**config.mk**
```make
export PLATFORM = sky130hd
export DESIGN_NAME = csa16_wide_add_seq
export DESIGN_NICKNAME = d
export VERILOG_FILES = /design/src/rtl/csa16_wide_add_seq.sv
export SDC_FILE = /design/constraint.sdc
export NUM_CORES = 1
export LEC_CHECK = 0
export ABC_AREA = 0
export ABC_CLOCK_PERIOD_IN_PS = 2400
export BUFFER_PORTS_ARGS = -buffer_cell sky130_fd_sc_hd__buf_2
export CAP_MARGIN = 40
export CELL_PAD_IN_SITES_DETAIL_PLACEMENT = 0
export CELL_PAD_IN_SITES_GLOBAL_PLACEMENT = 1
export CORE_AREA = 2 2 218 113
export DETAILED_ROUTE_END_ITERATION = 8
export DIE_AREA = 0 0 220 115
export HOLD_SLACK_MARGIN = 0.08
export PLACE_DENSITY = 0.9
export SLEW_MARGIN = 20
export SYNTH_ARGS = -nofsm -noshare
export SYNTH_HDL_FRONTEND = slang
export SYNTH_SLANG_ARGS = --single-unit
```
**constraint.sdc**
```tcl
create_clock -name clk -period 2.4 [get_ports clk]
set_clock_uncertainty 0.05 [all_clocks]
set_input_delay 0.6 -clock clk [delete_from_list [all_inputs] [get_ports clk]]
set_output_delay 0.6 -clock clk [all_outputs]
set_load 0.01 [all_outputs]
```
**src/rtl/csa16_wide_add_seq.sv**
```systemverilog
// csa16_wide_add_seq: NUM_WORDS x 16-bit add/subtract sequenced over one external 16-bit adder
// Ports:
//   clk, rst_n                - clock (rising edge), synchronous active-low reset
//   req_valid/req_ready       - request handshake; req_a, req_b, req_sub sampled on acceptance
//   rsp_valid/rsp_ready       - response handshake; rsp_sum, rsp_cout, rsp_ovf, rsp_zero
//   add_a, add_b, add_cin     - drive the shared adder (zero outside RUN)
//   add_sum, add_cout         - combinational result of the shared adder
module csa16_wide_add_seq #(
    parameter int NUM_WORDS = 4
) (
    input  logic                      clk,
    input  logic                      rst_n,
    input  logic                      req_valid,
    output logic                      req_ready,
    input  logic [16*NUM_WORDS-1:0]   req_a,
    input  logic [16*NUM_WORDS-1:0]   req_b,
    input  logic                      req_sub,
    output logic                      rsp_valid,
    input  logic                      rsp_ready,
    output logic [16*NUM_WORDS-1:0]   rsp_sum,
    output logic                      rsp_cout,
    output logic                      rsp_ovf,
    output logic                      rsp_zero,
    output logic [15:0]               add_a,
    output logic [15:0]               add_b,
    output logic                      add_cin,
    input  logic [15:0]               add_sum,
    input  logic                      add_cout
);
    localparam int W  = 16 * NUM_WORDS;
    localparam int IW = $clog2(NUM_WORDS);
    localparam logic [IW-1:0] LAST = IW'(NUM_WORDS - 1);

    typedef enum logic [1:0] {IDLE, RUN, DONE} state_t;

    state_t        state_q, state_d;
    logic [IW-1:0] idx_q, idx_d;
    logic [W-1:0]  a_q, a_d, b_q, b_d, sum_q, sum_d;
    logic          carry_q, carry_d, cout_q, cout_d, ovf_q, ovf_d, zero_q, zero_d;
    logic          run;

    assign run       = state_q == RUN;
    assign add_a     = run ? a_q[16*idx_q +: 16] : '0;
    assign add_b     = run ? b_q[16*idx_q +: 16] : '0;
    // carry-in comes only from the registered carry, never straight from add_cout
    assign add_cin   = run & carry_q;
    assign req_ready = state_q == IDLE;
    assign rsp_valid = state_q == DONE;
    assign rsp_sum   = sum_q;
    assign rsp_cout  = cout_q;
    assign rsp_ovf   = ovf_q;
    assign rsp_zero  = zero_q;

    always_comb begin
        state_d = state_q;
        idx_d   = idx_q;
        a_d     = a_q;
        b_d     = b_q;
        sum_d   = sum_q;
        carry_d = carry_q;
        cout_d  = cout_q;
        ovf_d   = ovf_q;
        zero_d  = zero_q;
        case (state_q)
            IDLE: if (req_valid) begin
                // subtract as A + ~B + 1, the +1 entering as the initial carry
                a_d     = req_a;
                b_d     = req_sub ? ~req_b : req_b;
                carry_d = req_sub;
                idx_d   = '0;
                state_d = RUN;
            end
            RUN: begin
                sum_d[16*idx_q +: 16] = add_sum;
                carry_d = add_cout;
                idx_d   = idx_q + 1'b1;
                if (idx_q == LAST) begin
                    cout_d  = add_cout;
                    ovf_d   = (a_q[W-1] == b_q[W-1]) && (add_sum[15] != a_q[W-1]);
                    // every lower slice has been rewritten by this operation already
                    zero_d  = (add_sum == '0) && (sum_q[W-17:0] == '0);
                    state_d = DONE;
                end
            end
            DONE: if (rsp_ready) state_d = IDLE;
            default: state_d = IDLE;
        endcase
    end

    always_ff @(posedge clk) begin
        if (!rst_n) begin
            state_q <= IDLE;
            idx_q   <= '0;
            a_q     <= '0;
            b_q     <= '0;
            sum_q   <= '0;
            carry_q <= 1'b0;
            cout_q  <= 1'b0;
            ovf_q   <= 1'b0;
            zero_q  <= 1'b0;
        end else begin
            state_q <= state_d;
            idx_q   <= idx_d;
            a_q     <= a_d;
            b_q     <= b_d;
            sum_q   <= sum_d;
            carry_q <= carry_d;
            cout_q  <= cout_d;
            ovf_q   <= ovf_d;
            zero_q  <= zero_d;
        end
    end
endmodule

```
# Word level (Yosys, flattened, before mapping)
# Index checks and enable logic that the tools add are counted.
# classes
n_addsub,2
n_mul,0
n_div,0
magnitude_cmp,0
eq_ne,8
n_shift,4
mux,12
n_bitwise,2
reduce_logical,10
# op_table
operator,n
$shiftx A64 B7 Y16,2
$bwmux W64,1
$mux W64,1
$not A64 Y64,1
$shift A16 B34 Y64 const A,1
$shiftx A16 B34 Y64,1
$logic_not A48 Y1,1
$neg A6 Y34,1
$mux W16,2
$logic_not A16 Y1,1
$mux W2,4
$pmux W2 S3,1
$reduce_and A2 Y1,3
$eq A2 B2 Y1 const B,2
$ne A2 B1 Y1 const B,2
$pmux W2 S2,1
$reduce_and A3 Y1,1
$add A2 B1 Y2 const B,1
$eq A2 B1 Y1 const B,1
$logic_and A1 B1 Y1,2
$logic_not A2 Y1,1
$ne A2 B2 Y1 const B,1
$pmux W1 S2,1
$reduce_bool A2 Y1,1
other kinds (4),4
# word_totals
ff_bits,200
latch_bits,0
ram_bits,0
rom_bits,0
mem_count,0

# Depth between registers and ports, before layout
# Gate-level depths: netlist of run 1.
# depth
word_depth,3
depth_mapped,10

# Worst setup path after synthesis of run 1
# No wires, ideal clock.
# synth_path
path_type,reg-to-reg
from,reg idx_q[1]
to,"reg sum_q[24], in the netlist rsp_sum[24]"
setup_ns,0.065
arrival_time_ns,2.079
slack_ns,0.206
stages_incl_launch_ff,10
path_cell_list,dfxtp_1 > buf_4 > buf_4 > buf_2 > inv_1 > ha_1 > nor4b_4 > buf_6 > a22oi_1 > nor2b_1
# synth_between
elab_chain_len,3
word_cells_on_any_way,4
classes_between,add/sub: 1; shift: 2; mux: 1
# synth_rtl
item,line_no,source
from (decl),37,"logic [IW-1:0] idx_q, idx_d;"
from (signal assigned),103,idx_q <= idx_d;
$neg A6 Y34 (*),74,sum_d[16*idx_q +: 16] = add_sum;
$shiftx A16 B34 Y64 / $shift A16 B34 Y64 (equally long branches),74,
$bwmux W64 (*),74,
to (signal assigned),106,sum_q <= sum_d;
to (decl),38,"logic [W-1:0] a_q, a_d, b_q, b_d, sum_q, sum_d;"
# Mark *: on every way between the ends. The rest lies on a longest branch, timed or not.
# A chain may end at the register's enable or synchronous reset.

# Final worst setup path of run 1
# layout_path
from,reg idx_q[0]
to,out add_b[9]
# layout_between
elab_chain_len,2
# layout_rtl
item,line_no,source
$shiftx A64 B7 Y16,44,assign add_b = run ? b_q[16*idx_q +: 16] : '0;
$mux W16,44,
to (decl),25,"output logic [15:0] add_b,"
# Every way passes these cells.

==> flow_summary.rst, run 1 <==
.. list-table::
   :header-rows: 1

   * - Metric
     - Value
   * - Fraction of power consumed by the clock network
     - a little under two fifths
   * - Layout net count
     - 1331
   * - Number of nets produced by synthesis
     - between 1000 and 1500
   * - Number of clock sinks seen by CTS
     - 200
   * - Pin count of the biggest net entering global routing
     - 109
   * - Die outline width
     - approximately 220 um
   * - Post-detailed-route wirelength per cell
     - about 18 um
   * - DP Wirelength
     - just under 20 mm
   * - # rows
     - 40
   * - Data required, critical path
     - approximately 1.8 ns
   * - Area grow syn2layout
     - 28.2%
   * - Worst min-delay path startpoint
     - req_a[55]
   * - Cell taking the most area after synthesis
     - sky130_fd_sc_hd__dfxtp_1
   * - Leak pwr
     - 0.00537 uW
   * - Leading cell type in the layout, fill and taps excluded
     - sky130_fd_sc_hd__buf_2
   * - Die Y-Extent
     - ~120 um
   * - Overflow left after global routing
     - 0
   * - Met2 layer usage reported by global route
     - between 30% and 40%
   * - CTS root buf
     - sky130_fd_sc_hd__clkbuf_16
   * - Setup repair after global routing missed its margin
     - yes
   * - Total clock buffers created by CTS
     - 17
   * - Worst-case clock buffer depth
     - 2
   * - Setup CP Type
     - flip-flop to output port
   * - Met3 usage in global routing
     - approximately 5.1%
   * - Number of synthesized register bits
     - 200
   * - Number of global-route vias before repair
     - ~7500
   * - Power Density
     - 646 mW/mm^2
   * - Switching power summed over all nets
     - between 2000 and 2500 uW
   * - Sequential fraction of the synthesis area
     - between 40% and 50%
   * - Initial drt markers
     - between 500 and 600
   * - Max Fanout on Critical Path
     - 8
   * - Nature of the critical path startpoint
     - flip-flop
   * - Overall global routing resource usage
     - 21.5%
   * - Worst supply voltage drop on vdd
     - between 300 and 400 uV
   * - Worst-case headroom to the max-slew limit
     - 67.7%
   * - CTS hold repair buffers
     - 0
   * - RD Place Congestion
     - ~0.84
   * - Remaining antenna violation count after routing
     - 0
   * - Arrival time at the worst endpoint
     - roughly 1.9 ns
   * - Die area
     - between 0.02 and 0.03 mm^2
   * - Setup ws final
     - -0.0965 ns
   * - Fraction of final layout cells with drive strength greater than 1
     - 33.7%
   * - Class of the worst hold path
     - primary input to flip-flop
   * - Final wirelength
     - between 20 and 30 mm
   * - Share of the synthesized area in the top cell type
     - between 40% and 50%
   * - Number of search-and-repair iterations in the first detailed-routing pass
     - 5
   * - Clock transition at path regs
     - approximately 0.07 ns
   * - Transition at the pin with the smallest max-transition slack
     - roughly 0.49 ns
   * - Setup total negative slack
     - -1.46 ns
   * - Maximum clock frequency
     - approximately 400 MHz
   * - Number of placed I/O pins
     - ~250
   * - Setup-failing EPs final
     - 27
   * - Leading cell types in the layout, fill and taps excluded
     - sky130_fd_sc_hd__buf_2, sky130_fd_sc_hd__nand2_1, sky130_fd_sc_hd__dfxtp_1, sky130_fd_sc_hd__xnor2_1, sky130_fd_sc_hd__o211a_1
   * - Hold path endpoint
     - a_q[55]$_SDFFE_PN0P_
   * - Final critical-path share of the clock period
     - 104%
   * - Depth of the worst register-to-register path
     - 10
   * - Routed via count
     - ~8000
   * - Relative contribution of combinational cells to total power
     - 15.6%
   * - CTS tree
     - built
   * - Cells after Synth
     - between 900 and 1000
   * - Switching power share of the total
     - 27.4%
   * - Most used routing layer in global routing
     - met1
   * - R2r endpoint
     - rsp_sum[0]$_SDFFE_PN0P_
   * - Post-route total power
     - between 7000 and 8000 uW
   * - Clk Latency, worst-skew pair
     - around 0.43 ns
   * - Drt via density
     - around 5.2
   * - Reg-to-Reg Start
     - idx_q[0]$_SDFFE_PN0P_
   * - Cell types occupying the most area after synthesis
     - sky130_fd_sc_hd__dfxtp_1, sky130_fd_sc_hd__nand2_1, sky130_fd_sc_hd__mux4_2
   * - Final Slew Violations
     - 0
   * - Post-route minimum period
     - 2.50 ns
   * - Setup slack, reg-to-reg
     - 0.12 ns
   * - Final-report hold violation count
     - 0
   * - Max Cap Viol
     - 0
   * - I/O Buffers
     - 251
   * - Synthesis warning total
     - 0
   * - # H-tree levels
     - 4
   * - Total internal power
     - 5520 uW
   * - Element type at the critical path end
     - output port
   * - DRC violations left
     - 0
   * - Count of distinct cell types in the synthesized netlist
     - 38
   * - Area inside the core boundary
     - about 0.023 mm^2
   * - Result of the run
     - finished with violations
   * - Sequential group share of total power
     - between 40% and 50%
   * - Antenna violations before repair
     - 6
   * - WHS Path Cells
     - 3
   * - Synthesized area per cell
     - 9.74 um^2
   * - Met1 routing resource usage after global routing
     - around a third
   * - Initial Utilization
     - 39.2%
   * - Netlist area before placement
     - 0.00918 mm^2
   * - Global-route wire length before repair
     - between 40 and 50 mm
   * - Violations in the final reports
     - negative setup slack
## synthesized netlist by cell type
master	n
sky130_fd_sc_hd__nand2_1	214
sky130_fd_sc_hd__dfxtp_1	200
sky130_fd_sc_hd__o211a_1	64
sky130_fd_sc_hd__xnor2_1	64
sky130_fd_sc_hd__nor2b_1	50
sky130_fd_sc_hd__a22oi_1	47
sky130_fd_sc_hd__a21boi_0	44
sky130_fd_sc_hd__a21boi_1	41
sky130_fd_sc_hd__buf_2	36
sky130_fd_sc_hd__clkbuf_1	36
sky130_fd_sc_hd__and2_1	35
sky130_fd_sc_hd__mux4_2	32
sky130_fd_sc_hd__nand3_1	21
sky130_fd_sc_hd__nor4_1	14
sky130_fd_sc_hd__buf_4	5
sky130_fd_sc_hd__buf_6	5
sky130_fd_sc_hd__ha_1	4
sky130_fd_sc_hd__nand4_1	3
sky130_fd_sc_hd__nor2_1	3
sky130_fd_sc_hd__a22oi_2	2
sky130_fd_sc_hd__nand2b_1	2
sky130_fd_sc_hd__nand3b_4	2
sky130_fd_sc_hd__nor2_2	2
sky130_fd_sc_hd__nor4b_4	2
sky130_fd_sc_hd__a21oi_1	1
sky130_fd_sc_hd__a221oi_1	1
sky130_fd_sc_hd__and2b_1	1
sky130_fd_sc_hd__inv_1	1
sky130_fd_sc_hd__inv_2	1
sky130_fd_sc_hd__nand3b_1	1
sky130_fd_sc_hd__nand4b_1	1
sky130_fd_sc_hd__nor3_1	1
sky130_fd_sc_hd__nor3b_1	1
sky130_fd_sc_hd__nor4_4	1
sky130_fd_sc_hd__nor4b_1	1
sky130_fd_sc_hd__o21a_1	1
sky130_fd_sc_hd__o21ai_1	1
sky130_fd_sc_hd__or4_1	1
## routing by layer
metal,wire length [um],share of wire [%]
met3,1680,6.1
met2,11800,43
met4,329,1.2
met1,13700,50
met5,24,0.087
## flip-flops by register name (all words and copies together), names as in the netlist
name / flops
a_q: 64
b_q: 64
rsp_sum: 64
idx_q: 2
state_q: 2
carry_q: 1
rsp_cout: 1
rsp_ovf: 1
rsp_zero: 1
## repair_timing
item,in CTS,in global routing
setup endpoints to repair,32,86
cloned,2,0
gates resized for setup,46,20
pin swaps,13,1
buffers inserted,10,7
## worst max-delay path, cell delays in order (launching register included)
cell	delay, ns
sky130_fd_sc_hd__dfxtp_4	0.44
sky130_fd_sc_hd__buf_12	0.17
sky130_fd_sc_hd__mux4_2	0.50
sky130_fd_sc_hd__and2_4	0.18
sky130_fd_sc_hd__buf_6	0.11
## worst max-delay path by stage
stage,startpoint,end,slack [ns],cells past startpoint
floorplan,idx_q[1]$_SDFFE_PN0P_,rsp_sum[24]$_SDFFE_PN0P_,0.21,9
global placement,idx_q[1]$_SDFFE_PN0P_,rsp_sum[54]$_SDFFE_PN0P_,0.26,8
detailed placement,idx_q[1]$_SDFFE_PN0P_,rsp_sum[50]$_SDFFE_PN0P_,0.18,8
global route,idx_q[0]$_SDFFE_PN0P_,add_b[10],-0.17,4
CTS,idx_q[0]$_SDFFE_PN0P_,add_b[8],-0.13,4
finish,idx_q[0]$_SDFFE_PN0P_,add_b[9],-0.1,4
## area by class of cell
type                            count  area, um^2
Sequential cell                   200        4010
Multi-Input combinational cell    658        4830
Antenna cell                        3        7.51
Clock buffer                       20         457
Tap cell                          315         394
Timing Repair Buffer              298        1950
Clock inverter                     12         111
Fill cell                        2247       11700
Inverter                            2        7.51
## logic make-up (layout without fill, tap and decap cells)
family | Yosys count | after routing | synth area share, %
flops | 200 | 200 | 43.6
fa+ha+maj | 4 | 4 | 0.545
mux | 32 | 32 | 7.85
xor+xnor | 64 | 64 | 6.11
other cells | 0 | 3 | 0
simple gates | 356 | 356 | 19.0
compound gates | 202 | 202 | 18.3
buf+inv | 84 | 332 | 4.54
## power by group through the flow
| stage | clock (uW) | sequential, uW | combinational, uW |
|---|---|---|---|
| 2_1_floorplan | 0 | 3660 | 720 |
| 3_3_place_gp | 0 | 3690 | 1090 |
| 3_5_place_dp | 0 | 3690 | 1110 |
| 4_1_cts | 2860 | 3620 | 1180 |
| 5_1_grt | 2990 | 3640 | 1300 |
| 6_report | 2790 | 3620 | 1190 |
## stage by stage
stage | hold WS (ns) | utilization (%) | worst slack (ns) | cells | area, um^2
finish | 0.348 | 50.2 | -0.0965 | 1508 | 11800
global route | 0.340 | 50.2 | -0.167 | 1507 | 11800
CTS | 0.325 | 49.8 | -0.130 | 1499 | 11700
detailed placement | 0.395 | 46.0 | 0.176 | 1455 | 10800
global placement | 0.388 | 46.0 | 0.262 | 1455 | 10800
floorplan | 0.382 | - | 0.206 | 942 | 9180
(Power assumes the default switching activity.)
==> run 2, diff against run 1 <==
--- a/config.mk
+++ b/config.mk
@@ -7,15 +7,15 @@
 export LEC_CHECK = 0
 export ABC_AREA = 0
 export ABC_CLOCK_PERIOD_IN_PS = 2400
-export BUFFER_PORTS_ARGS = -buffer_cell sky130_fd_sc_hd__buf_2
 export CAP_MARGIN = 40
 export CELL_PAD_IN_SITES_DETAIL_PLACEMENT = 0
 export CELL_PAD_IN_SITES_GLOBAL_PLACEMENT = 1
-export CORE_AREA = 2 2 218 113
+export CORE_AREA = 2 2 199 103
 export DETAILED_ROUTE_END_ITERATION = 8
-export DIE_AREA = 0 0 220 115
+export DIE_AREA = 0 0 201 105
+export DONT_BUFFER_PORTS = 1
 export HOLD_SLACK_MARGIN = 0.08
-export PLACE_DENSITY = 0.9
+export PLACE_DENSITY = 0.89
 export SLEW_MARGIN = 20
 export SYNTH_ARGS = -nofsm -noshare
 export SYNTH_HDL_FRONTEND = slang
==> run 2 against run 1 <==
  * The run now ends clean
  * Clock power rose by 4%
  * Combinational power fell by 31%
  * Sequential share of layout area rose by 5.7 points
  * First-iteration DRC count fell by 23%
  * Via count fell by 13%
  * Routed wire length fell by 15%
  * Worst setup slack improved by 0.12 ns
  * Power fell by 3.3%
  * Count of clock-buffer cells in the layout fell by 2
  * Critical path type unchanged
==> flow_summary.rst, run 2 (synthesized netlist as in run 1, its figures left out) <==
.. list-table::
   :header-rows: 1

   * - Metric
     - Value
   * - Result of the run
     - complete, no violations
   * - Element type at the critical path end
     - output port
   * - Met2 layer usage reported by global route
     - between 30% and 40%
   * - Final Slew Violations
     - 0
   * - Number of global-route vias before repair
     - slightly below 7000
   * - Diodes inserted
     - 0
   * - Antenna violations before repair
     - 0
   * - Worst-case headroom to the max-slew limit
     - about 55%
   * - Setup-failing EPs final
     - 0
   * - Number of search-and-repair iterations in the first detailed-routing pass
     - 5
   * - Max Cap Viol
     - 0
   * - Class of the worst hold path
     - primary input to flip-flop
   * - Routed via count
     - approximately 6800
   * - Final wirelength
     - 23.4 mm
   * - Pin count of the biggest net entering global routing
     - between 200 and 250
   * - CP max stage delay
     - roughly 0.52 ns
   * - RD Place Congestion
     - roughly 0.87
   * - Final-report hold violation count
     - 0
   * - Layout net count
     - between 1000 and 1500
   * - Total clock buffers created by CTS
     - 17
   * - Post-route minimum period
     - roughly 2.4 ns
   * - DRC violations left
     - 0
   * - Initial drt markers
     - approximately 460
   * - Leading cell types in the layout, fill and taps excluded
     - sky130_fd_sc_hd__nand2_1, sky130_fd_sc_hd__dfxtp_1, sky130_fd_sc_hd__xnor2_1, sky130_fd_sc_hd__o211a_1, sky130_fd_sc_hd__nor2b_1
   * - Overflow left after global routing
     - 0
   * - CTS tree
     - built
   * - Setup slack, reg-to-reg
     - between 0.2 and 0.3 ns
   * - Maximum clock frequency
     - 421 MHz
   * - DP Area
     - around 0.0093 mm^2
   * - Drt via density
     - approximately 5.7
   * - Multi-input logic area
     - 0.00482 mm^2
   * - Area inside the core boundary
     - between 0.015 and 0.02 mm^2
   * - Placed cell count
     - approximately 1100
   * - Nature of the critical path startpoint
     - flip-flop
   * - Leading cell type in the layout, fill and taps excluded
     - sky130_fd_sc_hd__nand2_1
   * - Buffer and inverter count on the worst path
     - 1
   * - Number of placed I/O pins
     - 252
   * - Met1 routing resource usage after global routing
     - 27.3%
   * - Leak pwr
     - 0.00409 uW
   * - Worst-case clock buffer depth
     - 2
   * - Final critical-path share of the clock period
     - between 90 and 100%
   * - I/O Buffers
     - 0
   * - Number of clock sinks seen by CTS
     - 200
   * - Die area
     - 0.0211 mm^2
   * - Hold Worst Slack
     - around 0.24 ns
   * - Number of cells in the finished layout apart from fillers
     - between 1000 and 1500
   * - Power Density
     - around 730 mW/mm^2
   * - Met3 usage in global routing
     - roughly 7.8%
   * - Remaining antenna violation count after routing
     - 0
   * - Arrival time at the worst endpoint
     - between 1.5 and 2 ns
   * - Post-detailed-route wirelength per cell
     - approximately 20 um
   * - Transition at the pin with the smallest max-transition slack
     - 0.669 ns
   * - Setup repair after global routing missed its margin
     - yes
   * - Clock transition at path regs
     - about 0.080 ns
   * - DP Wirelength
     - approximately 16 mm
   * - Most used routing layer in global routing
     - met2
   * - List of cells traversed by the critical path
     - buf_12, mux4_2, and2_4
   * - Top delay family on crit path
     - multiplexers
   * - Die outline width
     - ~200 um
   * - Fillcell total
     - 1734
   * - Max Fanout on Critical Path
     - 14
   * - Die Y-Extent
     - between 100 and 150 um
   * - Post-layout instance area
     - roughly 0.010 mm^2
   * - Highest-delay cell along the critical path
     - sky130_fd_sc_hd__mux4_2
   * - Data required, critical path
     - about 1.8 ns
   * - Setup CP Type
     - flip-flop to output port
   * - Overall global routing resource usage
     - 22.2%
   * - Initial Utilization
     - between 40% and 50%
   * - # H-tree levels
     - 4
   * - CTS root buf
     - sky130_fd_sc_hd__clkbuf_16
   * - # rows
     - 36
   * - Worst supply voltage drop on vdd
     - roughly 470 uV
   * - Fraction of final layout cells with drive strength greater than 1
     - 13.9%
   * - Area grow syn2layout
     - 9.98%
   * - Util after Layout
     - between 50% and 60%
   * - Global-route wire length before repair
     - ~37 mm
   * - Clk Latency, worst-skew pair
     - between 0.4 and 0.5 ns
   * - Sequential standard cell area
     - 0.00401 mm^2
## run 2: metal layers
layer | routed length, um | vias to the layer above
met3 | 1930 | 38
met2 | 11100 | 231
met4 | 516 | 0
met1 | 9890 | 3321
li1 | - | 3198
met5 | 0 | -
## run 2: stage by stage
step	total power [uW]	worst slack (ns)	setup TNS, ns
global placement	4460	0.340	0
global route	7650	-0.0372	-0.335
finish	7340	0.0257	0
detailed placement	4500	0.319	0
floorplan	4380	0.206	0
CTS	7410	-0.0255	-0.0538
## run 2: where the power goes
group,switching (uW),internal [uW]
clock network,1400,1490
registers,127,3500
logic,390,432
total,1920,5420
## run 2: area by class of cell
cell class / count / area share (%)
inverters: 2 / 0.0744
clock buffers: 18 / 4.25
repair buffers: 26 / 3.22
flip-flops and latches: 200 / 39.7
clock inverters: 14 / 1.62
well taps: 266 / 3.30
multi-input cells: 658 / 47.8
## run 2: what timing repair did
item	in CTS	in global routing
resized for setup	12	15
buffers inserted	7	1
hold buffers	0	0
setup endpoints to repair	32	33
gates cloned	1	1
## run 2: final timing paths
kind,from,endpoint,depth (start not counted)
worst max register to register,idx_q[0]$_SDFFE_PN0P_,rsp_sum[8]$_SDFFE_PN0P_,6
worst min register to register,a_q[56]$_SDFFE_PN0P_,a_q[56]$_SDFFE_PN0P_,2
worst min-delay path,req_a[4],a_q[4]$_SDFFE_PN0P_,2
worst max-delay path,idx_q[0]$_SDFFE_PN0P_,add_b[5],3
==> run 3, diff against run 2 <==
--- a/config.mk
+++ b/config.mk
@@ -15,7 +15,7 @@
 export DIE_AREA = 0 0 201 105
 export DONT_BUFFER_PORTS = 1
 export HOLD_SLACK_MARGIN = 0.08
-export PLACE_DENSITY = 0.89
+export PLACE_DENSITY_LB_ADDON = 0.1
 export SLEW_MARGIN = 20
 export SYNTH_ARGS = -nofsm -noshare
 export SYNTH_HDL_FRONTEND = slang
==> run 3 against run 2 <==
  * The flow now finishes with violations (negative setup slack)
  * Count of clock-buffer cells in the layout did not move
  * Largest cell class unchanged
  * Die area did not move
  * Power fell by 0.71%
  * Worst setup slack got worse by 0.033 ns
==> flow_summary.rst, run 3 (synthesized netlist as in run 1, its figures left out) <==
.. list-table::
   :header-rows: 1

   * - Metric
     - Value
   * - Result of the run
     - finished with violations
   * - Violations in the final reports
     - negative setup slack
   * - Worst-case clock buffer depth
     - 2
   * - Final critical-path share of the clock period
     - 100%
   * - Die Y-Extent
     - ~110 um
   * - Arrival time at the worst endpoint
     - 1.76 ns
   * - Final-report hold violation count
     - 0
   * - DRC violations left
     - 0
   * - Area grow syn2layout
     - 10.1%
   * - Max Fanout on Critical Path
     - 11
   * - Number of clock sinks seen by CTS
     - 200
   * - Number of placed I/O pins
     - 252
   * - Overall global routing resource usage
     - between 20% and 30%
   * - List of cells traversed by the critical path
     - buf_12, mux4_2, and2_4
   * - Drt via density
     - around 5.6
   * - Element type at the critical path end
     - output port
   * - Layout net count
     - 1059
   * - Setup repair after global routing missed its margin
     - yes
   * - Worst supply voltage drop on vdd
     - 492 uV
   * - Post-route total power
     - ~7300 uW
   * - # rows
     - 36
   * - I/O Buffers
     - 0
   * - Final wirelength
     - roughly 24 mm
   * - Data required, critical path
     - ~1.8 ns
   * - Power Density
     - 721 mW/mm^2
   * - Setup ws final
     - -0.00780 ns
   * - Post-route minimum period
     - roughly 2.4 ns
   * - Post-detailed-route wirelength per cell
     - 20.6 um
   * - R2r endpoint
     - rsp_sum[46]$_SDFFE_PN0P_
   * - Setup slack, reg-to-reg
     - around 0.24 ns
   * - Reg-to-Reg Start
     - idx_q[0]$_SDFFE_PN0P_
   * - Worst min-delay path startpoint
     - req_a[13]
   * - Setup-failing EPs final
     - 2
   * - Post-layout instance area
     - a little over 0.01 mm^2
   * - DP Wirelength
     - 16.3 mm
   * - Overflow left after global routing
     - 0
   * - Number of global-route vias before repair
     - approximately 6500
   * - Antenna violations before repair
     - 0
   * - Diodes inserted
     - 0
   * - Remaining antenna violation count after routing
     - 0
   * - WHS Path Cells
     - 2
   * - Die outline width
     - 201 um
   * - Hold path endpoint
     - a_q[13]$_SDFFE_PN0P_
   * - Leak pwr
     - about 0.0041 uW
   * - Routed via count
     - about 6600
   * - RD Place Congestion
     - 0.862
   * - Max Cap Viol
     - 0
   * - Area inside the core boundary
     - between 0.015 and 0.02 mm^2
   * - Number of search-and-repair iterations in the first detailed-routing pass
     - 4
   * - Leading cell types in the layout, fill and taps excluded
     - sky130_fd_sc_hd__nand2_1, sky130_fd_sc_hd__dfxtp_1, sky130_fd_sc_hd__xnor2_1, sky130_fd_sc_hd__o211a_1, sky130_fd_sc_hd__nor2b_1
   * - Nature of the critical path startpoint
     - flip-flop
   * - Die area
     - between 0.02 and 0.025 mm^2
   * - Total clock buffers created by CTS
     - 17
   * - Pin count of the biggest net entering global routing
     - approximately 200
   * - # H-tree levels
     - 4
   * - Clock transition at path regs
     - approximately 0.08 ns
   * - CTS tree
     - built
   * - Transition at the pin with the smallest max-transition slack
     - ~0.56 ns
   * - Worst-case headroom to the max-slew limit
     - a little over three fifths
   * - CTS root buf
     - sky130_fd_sc_hd__clkbuf_16
   * - Setup CP Type
     - flip-flop to output port
   * - CP max stage delay
     - ~0.52 ns
   * - Clk Latency, worst-skew pair
     - around 0.43 ns
   * - Maximum clock frequency
     - ~420 MHz
   * - Initial drt markers
     - about 400
   * - Depth of the worst register-to-register path
     - 9
   * - Global-route wire length before repair
     - roughly 38 mm
   * - Initial Utilization
     - about 48%
   * - CTS hold repair buffers
     - 0
   * - Class of the worst hold path
     - primary input to flip-flop
   * - DP Area
     - slightly above 0.009 mm^2
   * - Final Slew Violations
     - 0
   * - Leading cell type in the layout, fill and taps excluded
     - sky130_fd_sc_hd__nand2_1
   * - Fraction of final layout cells with drive strength greater than 1
     - 14.5%
   * - Highest-delay cell along the critical path
     - sky130_fd_sc_hd__mux4_2
run 3: cell types whose count changed in the layout (fill, tap and decap cells not counted), sizes merged:
cell    before  now
bufinv       1    0
inv          8   11
clkinv       6    4
run 3: worst max path at each step:
stage | startpoint | endpoint | slack, ns | cells after the start
2_1_floorplan | idx_q[1]$_SDFFE_PN0P_ | rsp_sum[24]$_SDFFE_PN0P_ | 0.21 | 9
3_3_place_gp | idx_q[0]$_SDFFE_PN0P_ | add_b[1] | 0.30 | 3
3_5_place_dp | idx_q[0]$_SDFFE_PN0P_ | add_b[1] | 0.28 | 3
4_1_cts | idx_q[0]$_SDFFE_PN0P_ | add_b[4] | -0.04 | 3
5_1_grt | idx_q[0]$_SDFFE_PN0P_ | add_b[4] | -0.07 | 3
6_report | idx_q[0]$_SDFFE_PN0P_ | add_b[4] | -0.008 | 3
run 3: area by class of cell:
class	instances	area [um^2]
timing repair buffer	26	357
clock inverter	14	128
fill	1782	9120
sequential	200	4010
tap	266	333
inverter	2	7.51
clock buffer	18	439
multi-input combinational	658	4830
run 3: critical path: cells and delay by family, from the launching register on:
kind / cells / cell delay [ns]
simple gates: 1 / 0.19
flops: 1 / 0.43
mux: 1 / 0.52
buf+inv: 1 / 0.18
run 3: power breakdown:
| part | switching, uW | total (uW) | internal (uW) |
|---|---|---|---|
| logic | 392 | 835 | 443 |
| registers | 132 | 3640 | 3500 |
| clock network | 1410 | 2820 | 1410 |
run 3: timing repair:
action,CTS,global route
cloned,2,1
gates resized for setup,18,18
setup buffers,6,0
pin swaps,5,0
setup endpoints to repair,32,43
run 3: per-stage QoR:
stage               hold slack, ns  utilization (%)   TNS, ns  setup WS (ns)  instances
finish                       0.245             52.6  -0.00990       -0.00780       1184
global route                 0.224             52.6    -0.751        -0.0735       1184
CTS                          0.222             52.2    -0.195        -0.0364       1183
detailed placement           0.394             48.5         0          0.275       1143
global placement             0.390             48.5         0          0.300       1143
floorplan                    0.382                -         0          0.206        942
run 3: metal layers:
metal,global-route usage (%),vias up,wire length (um)
li1,-,3191,-
met1,30.4,3223,11100
met2,35.7,191,11100
met3,8.14,13,2000
met4,5.50,0,234
met5,0,-,0
